===== src/rtl/inter_pred_pkg.sv =====
// Shared definitions for the inter-prediction block scheduler.
//   - scheduler FSM state encoding
//   - luma/chroma block counts per macroblock
//   - raster-to-Z-order output-RAM address mapping
//   - chroma quadrant to luma-raster MV source table
package inter_pred_pkg;

   typedef enum logic [1:0] {
      ST_IDLE  = 2'd0,
      ST_WAIT  = 2'd1,
      ST_ISSUE = 2'd2,
      ST_DRAIN = 2'd3
   } sched_state_e;

   localparam int NB_LUMA   = 16;
   localparam int NB_CHROMA = 8;

   // Chroma blocks reuse the MV of the top-left luma block of their quadrant.
   // Entry q occupies bits [q*4 +: 4]: quadrants 0..3 -> raster 0, 2, 8, 10.
   localparam logic [15:0] CHROMA_SRC_TBL = {4'd10, 4'd8, 4'd2, 4'd0};

   // Luma raster index {row[1:0], col[1:0]} becomes Z-order {row1, col1, row0, col0}.
   // Chroma blocks keep their own index.
   function automatic logic [4:0] blk_to_addr(input logic [4:0] blk);
      if (blk < 5'(NB_LUMA)) begin
         return {1'b0, blk[3], blk[1], blk[2], blk[0]};
      end
      return blk;
   endfunction

   // Raster entry of the MV arrays used by a given block index.
   // Chroma blocks start at 16, so (blk-16)%4 is simply blk[1:0].
   function automatic logic [3:0] mv_src_idx(input logic [4:0] blk);
      if (blk < 5'(NB_LUMA)) begin
         return blk[3:0];
      end
      return CHROMA_SRC_TBL[{blk[1:0], 2'b00} +: 4];
   endfunction

endpackage


===== src/rtl/inter_pred_tag_pipe.sv =====
// Delay line for the per-row tag bundle, one valid bit per stage.
//   clk, rst_n : clock, async active-low reset
//   ena        : shift enable; low holds every stage
//   vld_i/tag_i: entry into stage 0
//   vld_o/tag_o: last stage
//   busy_o     : any stage holds a valid entry
module inter_pred_tag_pipe
   import inter_pred_pkg::*;
#(
   parameter int DEPTH = 4,
   parameter int W     = 8
) (
   input  logic         clk,
   input  logic         rst_n,
   input  logic         ena,
   input  logic         vld_i,
   input  logic [W-1:0] tag_i,
   output logic         vld_o,
   output logic [W-1:0] tag_o,
   output logic         busy_o
);

   logic [DEPTH-1:0] vld_q;
   logic [W-1:0]     tag_q [DEPTH];

   always_ff @(posedge clk or negedge rst_n) begin
      if (!rst_n) begin
         vld_q <= '0;
         for (int i = 0; i < DEPTH; i++) begin
            tag_q[i] <= '0;
         end
      end else if (ena) begin
         vld_q[0] <= vld_i;
         tag_q[0] <= tag_i;
         for (int i = 1; i < DEPTH; i++) begin
            vld_q[i] <= vld_q[i-1];
            tag_q[i] <= tag_q[i-1];
         end
      end
   end

   assign vld_o  = vld_q[DEPTH-1];
   assign tag_o  = tag_q[DEPTH-1];
   assign busy_o = |vld_q;

endmodule


===== src/rtl/inter_pred_blk_sched.sv =====
// Block scheduler for the inter-prediction interpolation datapath.
// Pops one reference-patch word per 4x4 block, issues four row slots per block
// into a tag delay pipe and turns the stage-out tags into output-RAM strobes.
//
// Ports:
//   clk, rst_n             clock, async active-low reset
//   ena                    global enable; low freezes all state
//   start, start_of_MB     MB start (honoured in IDLE), read-address clear
//   col_sel                0 row-wise lane mapping, 1 column-wise
//   mvx_frac, mvy_frac     fractional MVs per raster 4x4 block
//   ref_fifo_empty/_rd     ref-pixel FIFO status / pop
//   busy, done             handshake
//   so_*                   stage-out row tags
//   out_ram_wr/_wr_addr    16-lane write enables and address
//   out_ram_rd/_rd_addr    read strobe and read address counter
//
// state    | meaning
// ST_IDLE  | waiting for start, MVs latched on start
// ST_WAIT  | block pending, waiting for a ref-FIFO word
// ST_ISSUE | issuing one row slot per cycle
// ST_DRAIN | all slots issued, waiting for the pipe to empty
module inter_pred_blk_sched
   import inter_pred_pkg::*;
#(
   parameter int PPL_DEPTH = 4,
   parameter int MV_W      = 3,
   parameter int CHROMA_EN = 1,
   parameter int AW        = 5
) (
   input  logic               clk,
   input  logic               rst_n,
   input  logic               ena,
   input  logic               start,
   input  logic               start_of_MB,
   input  logic               col_sel,
   input  logic [16*MV_W-1:0] mvx_frac,
   input  logic [16*MV_W-1:0] mvy_frac,
   input  logic               ref_fifo_empty,
   output logic               ref_fifo_rd,
   output logic               busy,
   output logic               done,
   output logic               so_vld,
   output logic [1:0]         so_row,
   output logic [4:0]         so_blk,
   output logic [MV_W-1:0]    so_fx,
   output logic [MV_W-1:0]    so_fy,
   output logic               so_cb,
   output logic               so_cr,
   output logic [15:0]        out_ram_wr,
   output logic [AW-1:0]      out_ram_wr_addr,
   input  logic               out_ram_rd,
   output logic [AW-1:0]      out_ram_rd_addr
);

   localparam int         NB       = (CHROMA_EN != 0) ? NB_LUMA + NB_CHROMA : NB_LUMA;
   localparam logic [4:0] LAST_BLK = 5'(NB - 1);
   localparam int         TAG_W    = 2 + 5 + 2*MV_W + 2;

   sched_state_e       state_q, state_d;
   logic [4:0]         blk_q, blk_d;
   logic [1:0]         row_q, row_d;
   logic [16*MV_W-1:0] mvx_q, mvx_d;
   logic [16*MV_W-1:0] mvy_q, mvy_d;
   logic [AW-1:0]      rd_addr_q, rd_addr_d;

   logic               issue;
   logic               pipe_busy;
   logic [3:0]         src_idx;
   logic [MV_W-1:0]    fx_sel, fy_sel;
   logic               cb_sel, cr_sel;
   logic [TAG_W-1:0]   tag_in, tag_out;

   always_ff @(posedge clk or negedge rst_n) begin
      if (!rst_n) begin
         state_q   <= ST_IDLE;
         blk_q     <= '0;
         row_q     <= '0;
         mvx_q     <= '0;
         mvy_q     <= '0;
         rd_addr_q <= '0;
      end else begin
         state_q   <= state_d;
         blk_q     <= blk_d;
         row_q     <= row_d;
         mvx_q     <= mvx_d;
         mvy_q     <= mvy_d;
         rd_addr_q <= rd_addr_d;
      end
   end

   always_comb begin
      state_d     = state_q;
      blk_d       = blk_q;
      row_d       = row_q;
      mvx_d       = mvx_q;
      mvy_d       = mvy_q;
      issue       = 1'b0;
      ref_fifo_rd = 1'b0;
      done        = 1'b0;
      if (ena) begin
         case (state_q)
            ST_IDLE: begin
               if (start) begin
                  mvx_d   = mvx_frac;
                  mvy_d   = mvy_frac;
                  blk_d   = '0;
                  state_d = ST_WAIT;
               end
            end
            ST_WAIT: begin
               if (!ref_fifo_empty) begin
                  ref_fifo_rd = 1'b1;
                  row_d       = '0;
                  state_d     = ST_ISSUE;
               end
            end
            ST_ISSUE: begin
               issue = 1'b1;
               row_d = row_q + 2'd1;
               if (row_q == 2'd3) begin
                  if (blk_q != LAST_BLK) begin
                     blk_d = blk_q + 5'd1;
                     // next block's word already available: keep issuing, row wraps to 0
                     if (!ref_fifo_empty) begin
                        ref_fifo_rd = 1'b1;
                     end else begin
                        state_d = ST_WAIT;
                     end
                  end else begin
                     state_d = ST_DRAIN;
                  end
               end
            end
            ST_DRAIN: begin
               if (!pipe_busy) begin
                  done    = 1'b1;
                  state_d = ST_IDLE;
               end
            end
            default: state_d = ST_IDLE;
         endcase
      end
   end

   always_comb begin
      rd_addr_d = rd_addr_q;
      if (ena) begin
         if (out_ram_rd) begin
            rd_addr_d = rd_addr_q + AW'(1);
         end else if (start_of_MB) begin
            rd_addr_d = '0;
         end
      end
   end

   assign src_idx = mv_src_idx(blk_q);
   assign fx_sel  = mvx_q[int'(src_idx)*MV_W +: MV_W];
   assign fy_sel  = mvy_q[int'(src_idx)*MV_W +: MV_W];
   assign cb_sel  = blk_q[4] & ~blk_q[2];
   assign cr_sel  = blk_q[4] &  blk_q[2];

   // Idle stages carry zero tags so stage-out fields read 0 between blocks.
   assign tag_in = issue ? {row_q, blk_q, fx_sel, fy_sel, cb_sel, cr_sel} : '0;

   inter_pred_tag_pipe #(
      .DEPTH (PPL_DEPTH),
      .W     (TAG_W)
   ) u_tag_pipe (
      .clk    (clk),
      .rst_n  (rst_n),
      .ena    (ena),
      .vld_i  (issue),
      .tag_i  (tag_in),
      .vld_o  (so_vld),
      .tag_o  (tag_out),
      .busy_o (pipe_busy)
   );

   assign {so_row, so_blk, so_fx, so_fy, so_cb, so_cr} = tag_out;

   always_comb begin
      out_ram_wr = '0;
      if (ena && so_vld) begin
         if (col_sel) begin
            out_ram_wr = 16'h1111 << so_row;
         end else begin
            out_ram_wr = 16'h000F << {so_row, 2'b00};
         end
      end
   end

   assign out_ram_wr_addr = AW'(blk_to_addr(so_blk));
   assign out_ram_rd_addr = rd_addr_q;
   assign busy            = (state_q != ST_IDLE);

endmodule


===== config.mk =====
export PLATFORM = sky130hd
export DESIGN_NAME = inter_pred_blk_sched
export DESIGN_NICKNAME = d
export VERILOG_FILES = /design/src/rtl/inter_pred_pkg.sv /design/src/rtl/inter_pred_tag_pipe.sv /design/src/rtl/inter_pred_blk_sched.sv
export SDC_FILE = /design/constraint.sdc
export NUM_CORES = 1
export LEC_CHECK = 0
export BUFFER_PORTS_ARGS = -buffer_cell sky130_fd_sc_hd__buf_2
export CAP_MARGIN = 15
export CORE_MARGIN = 2
export CORE_UTILIZATION = 40
export CTS_CLUSTER_DIAMETER = 60
export DETAILED_ROUTE_END_ITERATION = 10
export HOLD_SLACK_MARGIN = 0.03
export SYNTH_ARGS = -nofsm -noshare
export SYNTH_HDL_FRONTEND = slang
export SYNTH_SLANG_ARGS = --single-unit

===== constraint.sdc =====
create_clock -name clk -period 2.9 [get_ports clk]
set_input_delay 0.145 -clock clk [delete_from_list [all_inputs] [get_ports clk]]
set_output_delay 0.145 -clock clk [all_outputs]
set_load 0.02 [all_outputs]

==> flow_results.xml <==
<?xml version="1.0" encoding="UTF-8"?>
<metrics>
  <group name="clocking">
    <metric name="clk_root_buffer_cell" unit="">clkbuf_16</metric>
    <metric name="post_cts_resized" unit="">0</metric>
    <metric name="htree_num_levels" unit="">4</metric>
    <metric name="postCtsSetupBuffers" unit="">0</metric>
    <metric name="cts-buffers-inserted" unit="">17</metric>
    <metric name="ctsHoldBuffers" unit="">98</metric>
    <metric name="tritoncts" unit="">yes</metric>
    <metric name="cts_buffer_depth" unit="">2</metric>
    <metric name="clk-insertion-delay-late" unit="ns">0.44</metric>
    <metric name="numClockSinks" unit="">174</metric>
    <metric name="cts.reportedPaths.clkPinSlew" unit="ns">0.06</metric>
  </group>
  <group name="final_layout">
    <metric name="nNetsFinal" unit="">1019</metric>
    <metric name="postLayoutCellArea" unit="mm2">0.01088</metric>
    <metric name="n_antenna_cell" unit="">0</metric>
    <metric name="final_core_util" unit="%">52.23</metric>
    <metric name="post_route_cells_drive_above_1_share" unit="%">40.11</metric>
    <metric name="syn2layout_area_growth" unit="%">29.44</metric>
  </group>
  <group name="logic_synthesis">
    <metric name="synth.ff_latch_count" unit="">174</metric>
    <metric name="synth.top_cells.by_area" unit="">dfrtp_1 (52%), mux2_2 (21%), buf_4 (1.8%), o21ai_0 (1.8%), buf_2 (1.5%)</metric>
    <metric name="asyncSetResetFlopFracSynth" unit="%">100.0</metric>
    <metric name="yosysWarnings" unit="">0</metric>
    <metric name="seq_area_frac_synth" unit="%">51.82</metric>
    <metric name="netlist_instances" unit="">686</metric>
    <metric name="count_of_cell_types_in_the_netlist" unit="">57</metric>
    <metric name="edff_count_synth" unit="">0</metric>
    <metric name="yosys.area.top_type_share" unit="%">51.82</metric>
    <metric name="syn-num-nets" unit="">798</metric>
    <metric name="cell_type_contributing_the_most_total_cell_area_after_synthesis" unit="">dfrtp_1</metric>
    <metric name="synth_top_flop_cell" unit="">dfrtp_1</metric>
    <metric name="post_synth_instance_area" unit="mm2">0.008402</metric>
    <metric name="synthesized_area_divided_by_synthesized_cell_count" unit="um2">12.25</metric>
  </group>
  <group name="routing">
    <metric name="route.detailed.vias_per_inst" unit="">5.104</metric>
    <metric name="drt_pre_antenna_iters" unit="">4</metric>
    <metric name="finalWirelength" unit="um">19970</metric>
    <metric name="vias" unit="">6099</metric>
    <metric name="average_wire_per_cell_in_the_routed_design" unit="um">16.71</metric>
    <metric name="first_iter_violations" unit="">309</metric>
    <metric name="drtAntennaViolNets" unit="">0</metric>
    <metric name="drt_drc_violations_left" unit="">0</metric>
  </group>
  <group name="floorplanning">
    <metric name="core_rows" unit="">53</metric>
    <metric name="die-height" unit="um">148.9</metric>
    <metric name="floorplan.die_area" unit="mm2">0.02218</metric>
    <metric name="design.portCount" unit="">149</metric>
    <metric name="initial_utilization" unit="%">40.35</metric>
    <metric name="fp.dieW" unit="um">148.9</metric>
    <metric name="core_box_area" unit="mm2">0.02082</metric>
  </group>
  <group name="critical_path">
    <metric name="critical_path.cell_chain" unit="">ha_1 &gt; nand4b_4 &gt; a31oi_1 &gt; nor3_1 &gt; buf_2</metric>
    <metric name="required" unit="ns">2.76</metric>
    <metric name="crit_path_end_kind" unit="">output port</metric>
    <metric name="reg2reg_slack" unit="ns">0.75</metric>
    <metric name="worst_path_max_delay_cell" unit="">dfrtp_2</metric>
    <metric name="cp.arrival" unit="ns">2.13</metric>
    <metric name="maximum_cell_stage_delay_along_the_critical_path" unit="ns">0.75</metric>
    <metric name="reg2reg_to" unit="">u_tag_pipe.tag_q[50]$_DFFE_PN0P_</metric>
    <metric name="r2r-start" unit="">blk_q[4]$_DFFE_PN0P_</metric>
    <metric name="crit_type" unit="">reg2out</metric>
    <metric name="crit_path_max_fanout" unit="">32</metric>
    <metric name="rr_worst_depth" unit="">6</metric>
    <metric name="critical_path.startpoint_type" unit="">register</metric>
    <metric name="worst_setup_path_endpoint" unit="">ref_fifo_rd</metric>
    <metric name="setup.worst_path.start" unit="">blk_q[0]$_DFFE_PN0P_</metric>
  </group>
  <group name="global_route">
    <metric name="initial_antenna_violation_count" unit="">0</metric>
    <metric name="grt_first_pass_wirelength" unit="um">32210</metric>
    <metric name="globalRoute.totalOverflow" unit="">0</metric>
    <metric name="grt_max_degree" unit="">73</metric>
    <metric name="grt_usage" unit="%">18.51</metric>
    <metric name="first_global_vias" unit="">6102</metric>
  </group>
  <group name="pwr">
    <metric name="power.share.combinational" unit="%">34.5</metric>
    <metric name="power_frac_clock" unit="%">23.3</metric>
    <metric name="switching_power" unit="mW">3.487</metric>
    <metric name="internal_portion_of_total_power" unit="mW">6.513</metric>
    <metric name="peakVddDrop" unit="mV">0.5049</metric>
    <metric name="powerDensity" unit="mW/mm2">919.5</metric>
    <metric name="leakagePower" unit="nW">5.109</metric>
    <metric name="switching_share" unit="%">34.87</metric>
    <metric name="sequential_power_share" unit="%">42.3</metric>
  </group>
  <group name="timing">
    <metric name="post-route-min-period" unit="ns">2.276</metric>
    <metric name="unrepaired_setup_endpoints_after_global_routing" unit="">no</metric>
    <metric name="worst_slew_pin_slew" unit="ns">0.6960</metric>
    <metric name="final-hold-violation-count" unit="">0</metric>
    <metric name="slew_headroom" unit="%">53.51</metric>
    <metric name="totalNegativeSetupSlack" unit="ns">0</metric>
    <metric name="final.period_utilization" unit="%">78.49</metric>
    <metric name="maxClockFrequency" unit="MHz">439.4</metric>
    <metric name="fin_skew" unit="ns">0.01220</metric>
    <metric name="finalSetupViolCount" unit="">0</metric>
    <metric name="report.final.slew_viol_count" unit="">0</metric>
  </group>
  <group name="place">
    <metric name="place.port_buffers" unit="">148</metric>
    <metric name="detailed_place.area" unit="mm2">0.009298</metric>
    <metric name="gp_routability_congestion" unit="">0.8098</metric>
    <metric name="dp.final_hpwl" unit="um">13310</metric>
  </group>
  <group name="status">
    <metric name="status" unit="">finished, final reports clean</metric>
  </group>
  <group name="run">
    <metric name="drv_cap" unit="">0</metric>
  </group>
  <group name="hold_path">
    <metric name="holdCritPathClass" unit="">in2reg</metric>
  </group>
</metrics>
synthesized netlist by cell type, drive strengths merged (2+ instances only):
master   count
a211o        4
a211oi       3
a21oi       22
a221o        3
a221oi      10
a22o         3
a22oi        2
a31oi        2
a41oi        3
and3b        3
and4bb       3
buf         52
clkbuf       8
dfrtp      174
ha           8
inv         24
mux2       154
mux2i       12
nand2       22
nand2b       7
nand3       17
nand3b       2
nand4        2
nand4b       2
nor2        28
nor2b       19
nor3         9
nor3b        3
nor4         4
o21ai       36
o21bai       5
o221ai       8
o22a         5
o22ai        9
o2bb2ai      2
or3          4
xnor2        4
xor2         2
layer usage:
metal | vias to the layer above | track usage (%) | routed length [um]
li1 | 2916 | - | -
met2 | 170 | 29.15 | 9431
met5 | - | 0 | 0
met3 | 30 | 3.639 | 952
met1 | 2983 | 25.63 | 9217
met4 | 0 | 6.476 | 367
how the worst min path moves through the flow:
stage,start,end,slack (ns),cells past startpoint
after floorplan,rst_n,blk_q[0]$_DFFE_PN0P_,-0.15,0
after global placement,rst_n,u_tag_pipe.tag_o[13]$_DFFE_PN0P_,0.22,1
after detailed placement,rst_n,u_tag_pipe.tag_o[13]$_DFFE_PN0P_,0.21,1
after CTS,ref_fifo_empty,row_q[1]$_DFFE_PN0P_,0.1,3
after global routing,ref_fifo_empty,row_q[1]$_DFFE_PN0P_,0.15,3
final,ref_fifo_empty,row_q[1]$_DFFE_PN0P_,0.10,3
stage by stage:
| step | power [mW] | hold WS (ns) | setup slack [ns] | cells |
|---|---|---|---|---|
| finish | 10.00 | 0.1027 | 0.6239 | 1195 |
| global placement | 7.546 | 0.2186 | 0.8157 | 1065 |
| detailed placement | 7.618 | 0.2099 | 0.7771 | 1065 |
| floorplan | 6.694 | -0.1506 | 1.209 | 686 |
| global route | 10.64 | 0.1508 | 0.5058 | 1195 |
| CTS | 10.06 | 0.09769 | 0.5926 | 1195 |
critical path, delay by kind of cell (launching register included):
family          cells  cell delay (ns)
flops               1             0.75
fa+ha+maj           1             0.36
compound gates      1             0.20
simple gates        2             0.23
buf+inv             1             0.16
state kept, by name (all words and copies together), names as in the netlist:
name and cells:
mvx_q 48, u_tag_pipe.vld_q 4, out_ram_rd_addr 5, row_q 2, blk_q 5, mvy_q 48, u_tag_pipe.tag_o 15, state_q 2
u_tag_pipe.tag_q 45
cell type report:
class / instances / area (um2)
timing repair buffer: 262 / 1888
fill: 1840 / 9947
tap: 275 / 344.1
inverter: 25 / 93.84
clock buffer: 18 / 439.2
sequential: 174 / 4355
clock inverter: 14 / 157.7
multi-input combinational: 427 / 3597
power groups by stage:
stage	clock network [mW]	logic, mW	registers [mW]
CTS	2.37	3.46	4.23
detailed placement	0	3.35	4.27
global placement	0	3.29	4.26
floorplan	0	2.79	3.90
finish	2.33	3.45	4.23
global route	2.48	3.80	4.37
kinds of logic after synthesis:
family / after synthesis / share of synthesized area [%]
buf+inv: 85 / 5.510
simple gates: 128 / 8.801
flops: 174 / 51.82
xor+xnor: 6 / 0.6255
mux: 166 / 22.07
fa+ha+maj: 8 / 1.191
compound gates: 119 / 9.978
cells in the final DEF (no fill, tap or decap), types with 12 or more instances in the layout:
master,netlist,routed
nand3_1,17,16
nand2_1,22,22
nor2_1,27,27
dfrtp_1,174,173
mux2_2,154,154
dlygate4sd3_1,0,98
inv_1,23,23
mux2i_1,12,12
buf_2,25,146
a21oi_1,22,22
o21ai_0,30,30
clkbuf_16,0,17
nor2b_1,19,19
buf_4,20,14
Power figures use the tool's default switching activity.
